===== src/rtl/fetch_queue_unit_if.sv =====
// Bundle of the fetch unit's memory request/response, decode-side and redirect signals.
// Handshakes: a request transfers on a rising clock edge where imem_req_valid && imem_req_ready; a decode pop
// transfers where if_valid && id_ready; responses and redirects are single-cycle pulses with no backpressure.
interface fetch_queue_unit_if #(
    parameter int MAX_OUTSTANDING = 2
);
    localparam int OUT_W = $clog2(MAX_OUTSTANDING + 1);

    logic             imem_req_valid;
    logic             imem_req_ready;
    logic [31:0]      imem_req_addr;
    logic             imem_resp_valid;
    logic [31:0]      imem_resp_instr;
    logic             if_valid;
    logic [31:0]      if_instr;
    logic [31:0]      if_pc;
    logic [31:0]      if_pc_4;
    logic             id_ready;
    logic             redirect_valid;
    logic [31:0]      redirect_target;
    logic [OUT_W-1:0] outstanding;
    logic [OUT_W-1:0] dbg_drop_count;

    modport master (
        output imem_req_valid, imem_req_addr,
        output if_valid, if_instr, if_pc, if_pc_4,
        output outstanding, dbg_drop_count,
        input  imem_req_ready, imem_resp_valid, imem_resp_instr,
        input  id_ready, redirect_valid, redirect_target
    );

    modport slave (
        input  imem_req_valid, imem_req_addr,
        input  if_valid, if_instr, if_pc, if_pc_4,
        input  outstanding, dbg_drop_count,
        output imem_req_ready, imem_resp_valid, imem_resp_instr,
        output id_ready, redirect_valid, redirect_target
    );
endinterface


===== src/rtl/fetch_queue_unit.sv =====
// Instruction-fetch front end: owns the fetch PC, issues credit-limited word requests and
// buffers tagged responses in a small queue for decode; redirects flush and drop stale responses.
module fetch_queue_unit #(
    parameter logic [31:0] TEXT_START      = 32'h0040_0000,
    parameter int          QUEUE_DEPTH     = 4,
    parameter int          MAX_OUTSTANDING = 2
) (
    input  logic                clk,
    input  logic                rstn,
    fetch_queue_unit_if.master  bus
);
    localparam int          OUT_W     = $clog2(MAX_OUTSTANDING + 1);
    localparam int          CNT_W     = $clog2(QUEUE_DEPTH + 1);
    localparam int          PTR_W     = $clog2(QUEUE_DEPTH);
    localparam logic [31:0] MAX_OUT_U = 32'(MAX_OUTSTANDING);
    localparam logic [31:0] DEPTH_U   = 32'(QUEUE_DEPTH);

    logic [31:0]      fetch_pc_q, fetch_pc_d;
    logic [31:0]      resp_pc_q, resp_pc_d;
    logic [OUT_W-1:0] outstanding_q, outstanding_d;
    logic [OUT_W-1:0] drop_count_q, drop_count_d;
    logic [CNT_W-1:0] count_q, count_d;
    logic [PTR_W-1:0] rd_ptr_q, rd_ptr_d;
    logic [PTR_W-1:0] wr_ptr_q, wr_ptr_d;
    logic [31:0]      instr_mem_q [QUEUE_DEPTH];
    logic [31:0]      instr_mem_d [QUEUE_DEPTH];
    logic [31:0]      pc_mem_q [QUEUE_DEPTH];
    logic [31:0]      pc_mem_d [QUEUE_DEPTH];
    logic             run_q, run_d;
    logic             if_valid_q, if_valid_d;
    logic [31:0]      if_instr_q, if_instr_d;
    logic [31:0]      if_pc_q, if_pc_d;
    logic [31:0]      if_pc_4_q, if_pc_4_d;

    logic             redirect;
    logic [31:0]      redirect_pc;
    logic             req_valid;
    logic             req_fire;
    logic             resp_ok;
    logic             push;
    logic             pop;
    logic [31:0]      head_instr;
    logic [31:0]      head_pc;

    // Credits count both in-flight requests and queued entries, so a response always has a slot.
    always_comb begin
        redirect    = bus.redirect_valid;
        redirect_pc = bus.redirect_target & ~32'h3;
        req_valid   = run_q && !redirect
                      && (32'(outstanding_q) < MAX_OUT_U)
                      && ((32'(outstanding_q) + 32'(count_q)) < DEPTH_U);
        req_fire    = req_valid && bus.imem_req_ready;
        resp_ok     = bus.imem_resp_valid && (outstanding_q != '0);
        push        = resp_ok && (drop_count_q == '0) && !redirect;
        pop         = if_valid_q && bus.id_ready && !redirect;
    end

    always_comb begin
        run_d         = 1'b1;
        fetch_pc_d    = fetch_pc_q;
        resp_pc_d     = resp_pc_q;
        outstanding_d = outstanding_q + OUT_W'(req_fire) - OUT_W'(resp_ok);
        drop_count_d  = drop_count_q;
        count_d       = count_q + CNT_W'(push) - CNT_W'(pop);
        rd_ptr_d      = pop  ? rd_ptr_q + PTR_W'(1) : rd_ptr_q;
        wr_ptr_d      = push ? wr_ptr_q + PTR_W'(1) : wr_ptr_q;
        instr_mem_d   = instr_mem_q;
        pc_mem_d      = pc_mem_q;

        if (req_fire) begin
            fetch_pc_d = fetch_pc_q + 32'd4;
        end

        if (push) begin
            instr_mem_d[wr_ptr_q] = bus.imem_resp_instr;
            pc_mem_d[wr_ptr_q]    = resp_pc_q;
            resp_pc_d             = resp_pc_q + 32'd4;
        end

        if (resp_ok && (drop_count_q != '0)) begin
            drop_count_d = drop_count_q - OUT_W'(1);
        end

        // Everything still in flight belongs to the old path; a response landing now is dropped too.
        if (redirect) begin
            fetch_pc_d   = redirect_pc;
            resp_pc_d    = redirect_pc;
            drop_count_d = outstanding_q - OUT_W'(resp_ok);
            count_d      = '0;
            rd_ptr_d     = '0;
            wr_ptr_d     = '0;
        end
    end

    // The head registers load the entry that will be at the front after this edge.
    always_comb begin
        head_instr = instr_mem_q[rd_ptr_d];
        head_pc    = pc_mem_q[rd_ptr_d];
        if (push && (rd_ptr_d == wr_ptr_q)) begin
            head_instr = bus.imem_resp_instr;
            head_pc    = resp_pc_q;
        end

        if_valid_d = (count_d != '0);
        if_instr_d = if_instr_q;
        if_pc_d    = if_pc_q;
        if_pc_4_d  = if_pc_4_q;
        if (count_d != '0) begin
            if_instr_d = head_instr;
            if_pc_d    = head_pc;
            if_pc_4_d  = head_pc + 32'd4;
        end
    end

    always_ff @(posedge clk or negedge rstn) begin
        if (!rstn) begin
            run_q         <= 1'b0;
            fetch_pc_q    <= TEXT_START;
            resp_pc_q     <= TEXT_START;
            outstanding_q <= '0;
            drop_count_q  <= '0;
            count_q       <= '0;
            rd_ptr_q      <= '0;
            wr_ptr_q      <= '0;
            for (int i = 0; i < QUEUE_DEPTH; i++) begin
                instr_mem_q[i] <= '0;
                pc_mem_q[i]    <= '0;
            end
            if_valid_q    <= 1'b0;
            if_instr_q    <= '0;
            if_pc_q       <= '0;
            if_pc_4_q     <= '0;
        end else begin
            run_q         <= run_d;
            fetch_pc_q    <= fetch_pc_d;
            resp_pc_q     <= resp_pc_d;
            outstanding_q <= outstanding_d;
            drop_count_q  <= drop_count_d;
            count_q       <= count_d;
            rd_ptr_q      <= rd_ptr_d;
            wr_ptr_q      <= wr_ptr_d;
            instr_mem_q   <= instr_mem_d;
            pc_mem_q      <= pc_mem_d;
            if_valid_q    <= if_valid_d;
            if_instr_q    <= if_instr_d;
            if_pc_q       <= if_pc_d;
            if_pc_4_q     <= if_pc_4_d;
        end
    end

    assign bus.imem_req_valid = req_valid;
    assign bus.imem_req_addr  = fetch_pc_q;
    assign bus.if_valid       = if_valid_q;
    assign bus.if_instr       = if_instr_q;
    assign bus.if_pc          = if_pc_q;
    assign bus.if_pc_4        = if_pc_4_q;
    assign bus.outstanding    = outstanding_q;
    assign bus.dbg_drop_count = drop_count_q;
endmodule


===== src/flat_wrapper.sv =====
// flat-port wrapper written by rule: the top's interface ports become plain ports
module fetch_queue_unit_flat 
#(
    parameter logic [31:0] TEXT_START      = 32'h0040_0000,
    parameter int          QUEUE_DEPTH     = 4,
    parameter int          MAX_OUTSTANDING = 2
)
  (clk, rstn, bus_imem_req_valid, bus_imem_req_addr, bus_if_valid, bus_if_instr, bus_if_pc, bus_if_pc_4, bus_outstanding, bus_dbg_drop_count, bus_imem_req_ready, bus_imem_resp_valid, bus_imem_resp_instr, bus_id_ready, bus_redirect_valid, bus_redirect_target);
  fetch_queue_unit_if #(.MAX_OUTSTANDING(MAX_OUTSTANDING)) bus_i ();
  input  logic clk;
  input  logic rstn;
  output wire logic [$bits(bus_i.imem_req_valid)-1:0] bus_imem_req_valid;
  output wire logic [$bits(bus_i.imem_req_addr)-1:0] bus_imem_req_addr;
  output wire logic [$bits(bus_i.if_valid)-1:0] bus_if_valid;
  output wire logic [$bits(bus_i.if_instr)-1:0] bus_if_instr;
  output wire logic [$bits(bus_i.if_pc)-1:0] bus_if_pc;
  output wire logic [$bits(bus_i.if_pc_4)-1:0] bus_if_pc_4;
  output wire logic [$bits(bus_i.outstanding)-1:0] bus_outstanding;
  output wire logic [$bits(bus_i.dbg_drop_count)-1:0] bus_dbg_drop_count;
  input wire logic [$bits(bus_i.imem_req_ready)-1:0] bus_imem_req_ready;
  input wire logic [$bits(bus_i.imem_resp_valid)-1:0] bus_imem_resp_valid;
  input wire logic [$bits(bus_i.imem_resp_instr)-1:0] bus_imem_resp_instr;
  input wire logic [$bits(bus_i.id_ready)-1:0] bus_id_ready;
  input wire logic [$bits(bus_i.redirect_valid)-1:0] bus_redirect_valid;
  input wire logic [$bits(bus_i.redirect_target)-1:0] bus_redirect_target;
  assign bus_imem_req_valid = bus_i.imem_req_valid;
  assign bus_imem_req_addr = bus_i.imem_req_addr;
  assign bus_if_valid = bus_i.if_valid;
  assign bus_if_instr = bus_i.if_instr;
  assign bus_if_pc = bus_i.if_pc;
  assign bus_if_pc_4 = bus_i.if_pc_4;
  assign bus_outstanding = bus_i.outstanding;
  assign bus_dbg_drop_count = bus_i.dbg_drop_count;
  assign bus_i.imem_req_ready = bus_imem_req_ready;
  assign bus_i.imem_resp_valid = bus_imem_resp_valid;
  assign bus_i.imem_resp_instr = bus_imem_resp_instr;
  assign bus_i.id_ready = bus_id_ready;
  assign bus_i.redirect_valid = bus_redirect_valid;
  assign bus_i.redirect_target = bus_redirect_target;
  fetch_queue_unit #(.TEXT_START(TEXT_START), .QUEUE_DEPTH(QUEUE_DEPTH), .MAX_OUTSTANDING(MAX_OUTSTANDING)) u_core (.clk(clk), .rstn(rstn), .bus(bus_i));
endmodule

===== config.mk =====
export PLATFORM = sky130hd
export DESIGN_NAME = fetch_queue_unit_flat
export DESIGN_NICKNAME = d
export VERILOG_FILES = /design/src/rtl/fetch_queue_unit_if.sv /design/src/rtl/fetch_queue_unit.sv /design/src/flat_wrapper.sv
export SDC_FILE = /design/constraint.sdc
export NUM_CORES = 1
export LEC_CHECK = 0
export CAP_MARGIN = 30
export CORE_ASPECT_RATIO = 0.75
export CORE_MARGIN = 5
export CORE_UTILIZATION = 40
export DETAILED_ROUTE_END_ITERATION = 8
export GPL_TIMING_DRIVEN = 1
export SLEW_MARGIN = 25
export SYNTH_ARGS = -nofsm -noshare
export SYNTH_HDL_FRONTEND = slang
export SYNTH_SLANG_ARGS = --single-unit

===== constraint.sdc =====
create_clock -name clk -period 5.3 [get_ports clk]
set_clock_uncertainty 0.2 [all_clocks]
set_input_delay 0.795 -clock clk [delete_from_list [all_inputs] [get_ports clk]]
set_output_delay 0.795 -clock clk [all_outputs]
set_load 0.005 [all_outputs]

==> results by stage <==
Timing:
- The worst slew margin relative to its limit is 35.1%.
- Setup violations remaining at the end of the flow were counted as 0.
- The final critical path takes up 87.4% of the cycle.
- The sum of negative setup slack is 0 ns.
- Setup repair after global routing left no endpoint under its margin.
- The pin slew with the least headroom to its limit is 0.971 ns.
- The number of hold-slack violations in the final timing report is 0.
- The upper clock frequency limit is 216 MHz.
- The final-report max-slew violation count is 0.
- The final period demand of the worst path is 4.63 ns.

Floorplanning:
- The placeable core area is 0.0485 mm^2.
- From bottom edge to top edge, the die measures 201 um.
- The initialized floorplan defines 70 standard-cell rows.
- The die covers 0.0534 mm^2.
- The initial cell density of the core is 40.3%.
- The horizontal die dimension is 265 um.
- In this run the count of I/O pins placed on the die edge is 204.

Power and ir drop:
- The leakage power summed over all cells is 10.5 nW.
- The worst ir drop on vdd is 0.337 mV.
- The final total power is 12.2 mW.
- Dividing total power by cell area gives a power density of 514 mW/mm^2.

Worst setup path:
- The worst setup path is launched from a primary input.
- In this run the worst setup path begins at bus_id_ready.
- The critical path goes through clkdlybuf4s50_1 > and3_4 > mux2i_4 > inv_4 > xnor2_2 > o21ai_0 > a222oi_1 > or4b_1 > buf_4 > nor4_1 > buf_4 > xor2_1 > a21oi_1.
- The arrival time at the worst endpoint is 4.87 ns.
- The kind of cell adding the most delay to the critical path is compound AO/OA/AOI/OAI gates.
- On the worst path, the slowest cell contributes a delay of 0.76 ns.
- The cell that appears most often on the critical path is sky130_fd_sc_hd__buf_4.
- The largest fanout on the critical path is 16.
- The kind of capture point of the worst setup path is a flop.
- The cell with the biggest individual delay on the critical path is sky130_fd_sc_hd__a222oi_1.
- Counting both buffers and inverters, the worst setup path holds a total of 4.
- The worst setup path category is primary input to flop.
- The worst register-to-register path begins at u_core.bus.dbg_drop_count[0].
- Data on the critical path is required at its endpoint by 5.54 ns.

Global route:
- Entering global routing, the biggest net connects 104 pins.
- The number of global-route vias before repair is 14500.
- The initial antenna violation count was 0.
- Global routing finished with a remaining overflow of 0.
- The first-pass GRT wire length is 83700 um.
- Global routing used 19.3% of the available tracks.

Clock network:
- The clock buffer count from CTS is 44.
- The clock reaches the later pin of the worst-skew pair after 0.58 ns.
- The CTS tree is built.
- The buffer depth of the longest clock path is 3.
- The total number of clock tree sinks is 413.
- The number of levels the H-tree was split into is 2.
- The buffer count from post-CTS setup fixing is 0.
- The number of gates resized after cts is 0.
- After clock tree synthesis, the clock-pin slew on the worst setup and hold paths is 0.06 ns.
- The hold buffer count at CTS is 0.
- The root buffer cell chosen for the clock tree is sky130_fd_sc_hd__clkbuf_16.

Layout:
- At the end of the flow, the number of nets in the layout was 2022.
- The post-layout utilization of the core is 49.0%.
- The antenna cell count is 0.
- In the final layout, the share of cells above drive strength 1 is 20.7%.
- The final standard cell count with taps included and fillers excluded is 2620.
- The total non-filler cell area in the finished layout is 0.0238 mm^2.
- Relative to the synthesized area, the layout overhead comes to 21.7%.
- After filler insertion, the fill cell instance count of the layout stands at 4363.

Route:
- Using the TritonRoute via totals, the vias-per-cell ratio works out to 5.42.
- The number of detailed-routing iterations run before antenna repair is 7.
- The count of nets left with antenna violations after detail routing is 0.
- Detailed routing inserted a total of 14200 vias.
- The number of remaining DRC errors is 0.
- The violation count after the first detailed-routing iteration is 1145.
- After detailed routing, the average wire length per cell comes to 19.8 um.
- The total detailed-routing wirelength is 51900 um.

Synth:
- The synthesized netlist occupies a cell area of 0.0195 mm^2.
- Counting distinct cell types in the post-synthesis netlist gives 69.
- The flop and latch count out of synthesis is 413.
- The Yosys warning count is 0.
- The share of the Yosys chip area taken by registers is 52.9%.
- The share of synthesized flip-flops with an asynchronous set or reset is 100%.
- The synthesized area divided by synthesized cell count is 11.0 um^2.
- Among all flip-flop cells after synthesis, the most frequent one is sky130_fd_sc_hd__dfrtp_1.
- The synthesized instance count is 1778.
- The number of synthesized flops with an enable pin is 0.

Placement:
- In this run the tool buffered the top-level ports with 195 buffer cells.
- After detailed placement, the total cell area comes to 0.0222 mm^2.
- Counting tap cells, the placed design contains a total of 2539 instances.
- Routability-driven placement finished with a final weighted congestion of 0.802.
- The HPWL after detailed placement is 33700 um.

Run:
- Max-cap violations in this run came to 0.

Run status:
- The flow ran to the end, and the final reports show no timing, DRC or antenna violations.

Hold path:
- In this run the worst hold path is classified as primary input to async pin.
[cell usage in the layout, fill, tap and decap left out, drive strengths merged, types with 3 or more instances in the layout]
master	synthesis	routed
o211ai	10	10
nor2b	6	6
o21ai	106	106
xnor2	30	30
nand2	299	299
clkinv	1	6
mux2	242	242
mux4	23	23
nor2	105	105
xor2	39	39
bufinv	0	7
a311oi	33	33
nor4	5	5
conb	2	7
and3	46	46
nand4	12	12
buf	33	46
mux2i	32	32
a21oi	87	87
a31oi	18	18
clkbuf	97	67
and4	3	3
dfrtp	411	411
nand3	40	40
o21a	3	3
ha	13	13
nor4b	4	4
nor3b	3	3
o311ai	14	14
inv	17	18
nor3	15	15
clkdlybuf4s50	0	193
[final cells by class]
type / count / area (um^2) / area share (%)
inverter: 18 / 71.3 / 0.300
multi-input combinational: 1222 / 8630 / 36.3
clock buffer: 67 / 1310 / 5.50
tap: 648 / 811 / 3.41
clock inverter: 13 / 251 / 1.06
sequential: 413 / 10300 / 43.5
timing repair buffer: 239 / 2370 / 9.98
[Yosys cell counts (all sizes together), types with 33 or more instances]
master / count / area (um^2)
nor2: 105 / 394
dfrtp: 411 / 10300
and3: 46 / 293
buf: 33 / 191
nand2: 299 / 1120
mux2: 242 / 2730
a21oi: 87 / 435
xor2: 39 / 342
a311oi: 33 / 289
nand3: 40 / 200
o21ai: 106 / 531
clkbuf: 97 / 364
[through the flow]
stage	hold WS [ns]	setup slack, ns
2_1_floorplan	0.245	0.484
3_3_place_gp	0.258	0.240
3_5_place_dp	0.266	0.115
4_1_cts	0.0860	0.697
5_1_grt	0.109	0.418
6_report	0.0445	0.667
[final timing paths]
path / end / slack, ns / cells after the start
worst max-delay path: u_core.bus.if_pc_4[31] / 0.67 / 13
worst min-delay path: u_core.instr_mem_q[49] / 0.04 / 1
worst max register to register: u_core.bus.if_pc_4[31] / 0.97 / 12
worst min register to register: u_core.bus.if_instr[8] / 0.28 / 2
max in group asynchronous: u_core.pc_mem_q[38] / 3.66 / 2
min in group clk: u_core.bus.if_instr[8] / 0.28 / 2
[power breakdown]
group,internal (mW),leakage [nW],switching (mW)
Clock,2.04,0.764,1.31
Combinational,2.10,4.46,2.01
Sequential,4.11,5.30,0.635
Total,8.26,10.5,3.96
[cell families (layout without fill, tap and decap cells)]
group / after synthesis / count (layout) / synth area share (%)
flops: 413 / 413 / 52.9
compound gates: 283 / 283 / 8.66
fa+ha+maj: 14 / 14 / 0.935
xor+xnor: 69 / 69 / 3.23
buf+inv: 148 / 337 / 3.20
simple gates: 552 / 552 / 12.7
other cells: 2 / 7 / 0.0384
mux: 297 / 297 / 18.3
[worst reg2reg max path, delay by kind of cell, from the launching register on]
kind	cells	cell delay, ns
DFF	1	0.37
adders and majority gates	1	0.25
AOI/OAI and AO/OA	2	0.84
and+or+nand+nor	5	1.91
xor gates and xnor gates	1	0.14
buffers and inverters	3	0.50
[per-layer routing]
| metal | part of all wire (%) | global-route usage, % | up-vias |
|---|---|---|---|
| li1 | - | - | 6562 |
| met1 | 46 | 27.7 | 7263 |
| met2 | 47 | 30.7 | 316 |
| met3 | 4.4 | 3.03 | 71 |
| met4 | 2.2 | 5.28 | 0 |
| met5 | 0 | 0 | - |
[flip-flops by register name (all words and copies together) (netlist names), 2 cells and up]
signal	flops
u_core.wr_ptr_q	2
u_core.resp_pc_q	30
u_core.bus.if_instr	32
u_core.rd_ptr_q	2
u_core.bus.outstanding	2
u_core.pc_mem_q	120
u_core.count_q	3
u_core.bus.if_pc	30
u_core.bus.dbg_drop_count	2
u_core.instr_mem_q	128
u_core.bus.if_pc_4	30
u_core.bus.imem_req_addr	30
(Power assumes the default switching activity.)
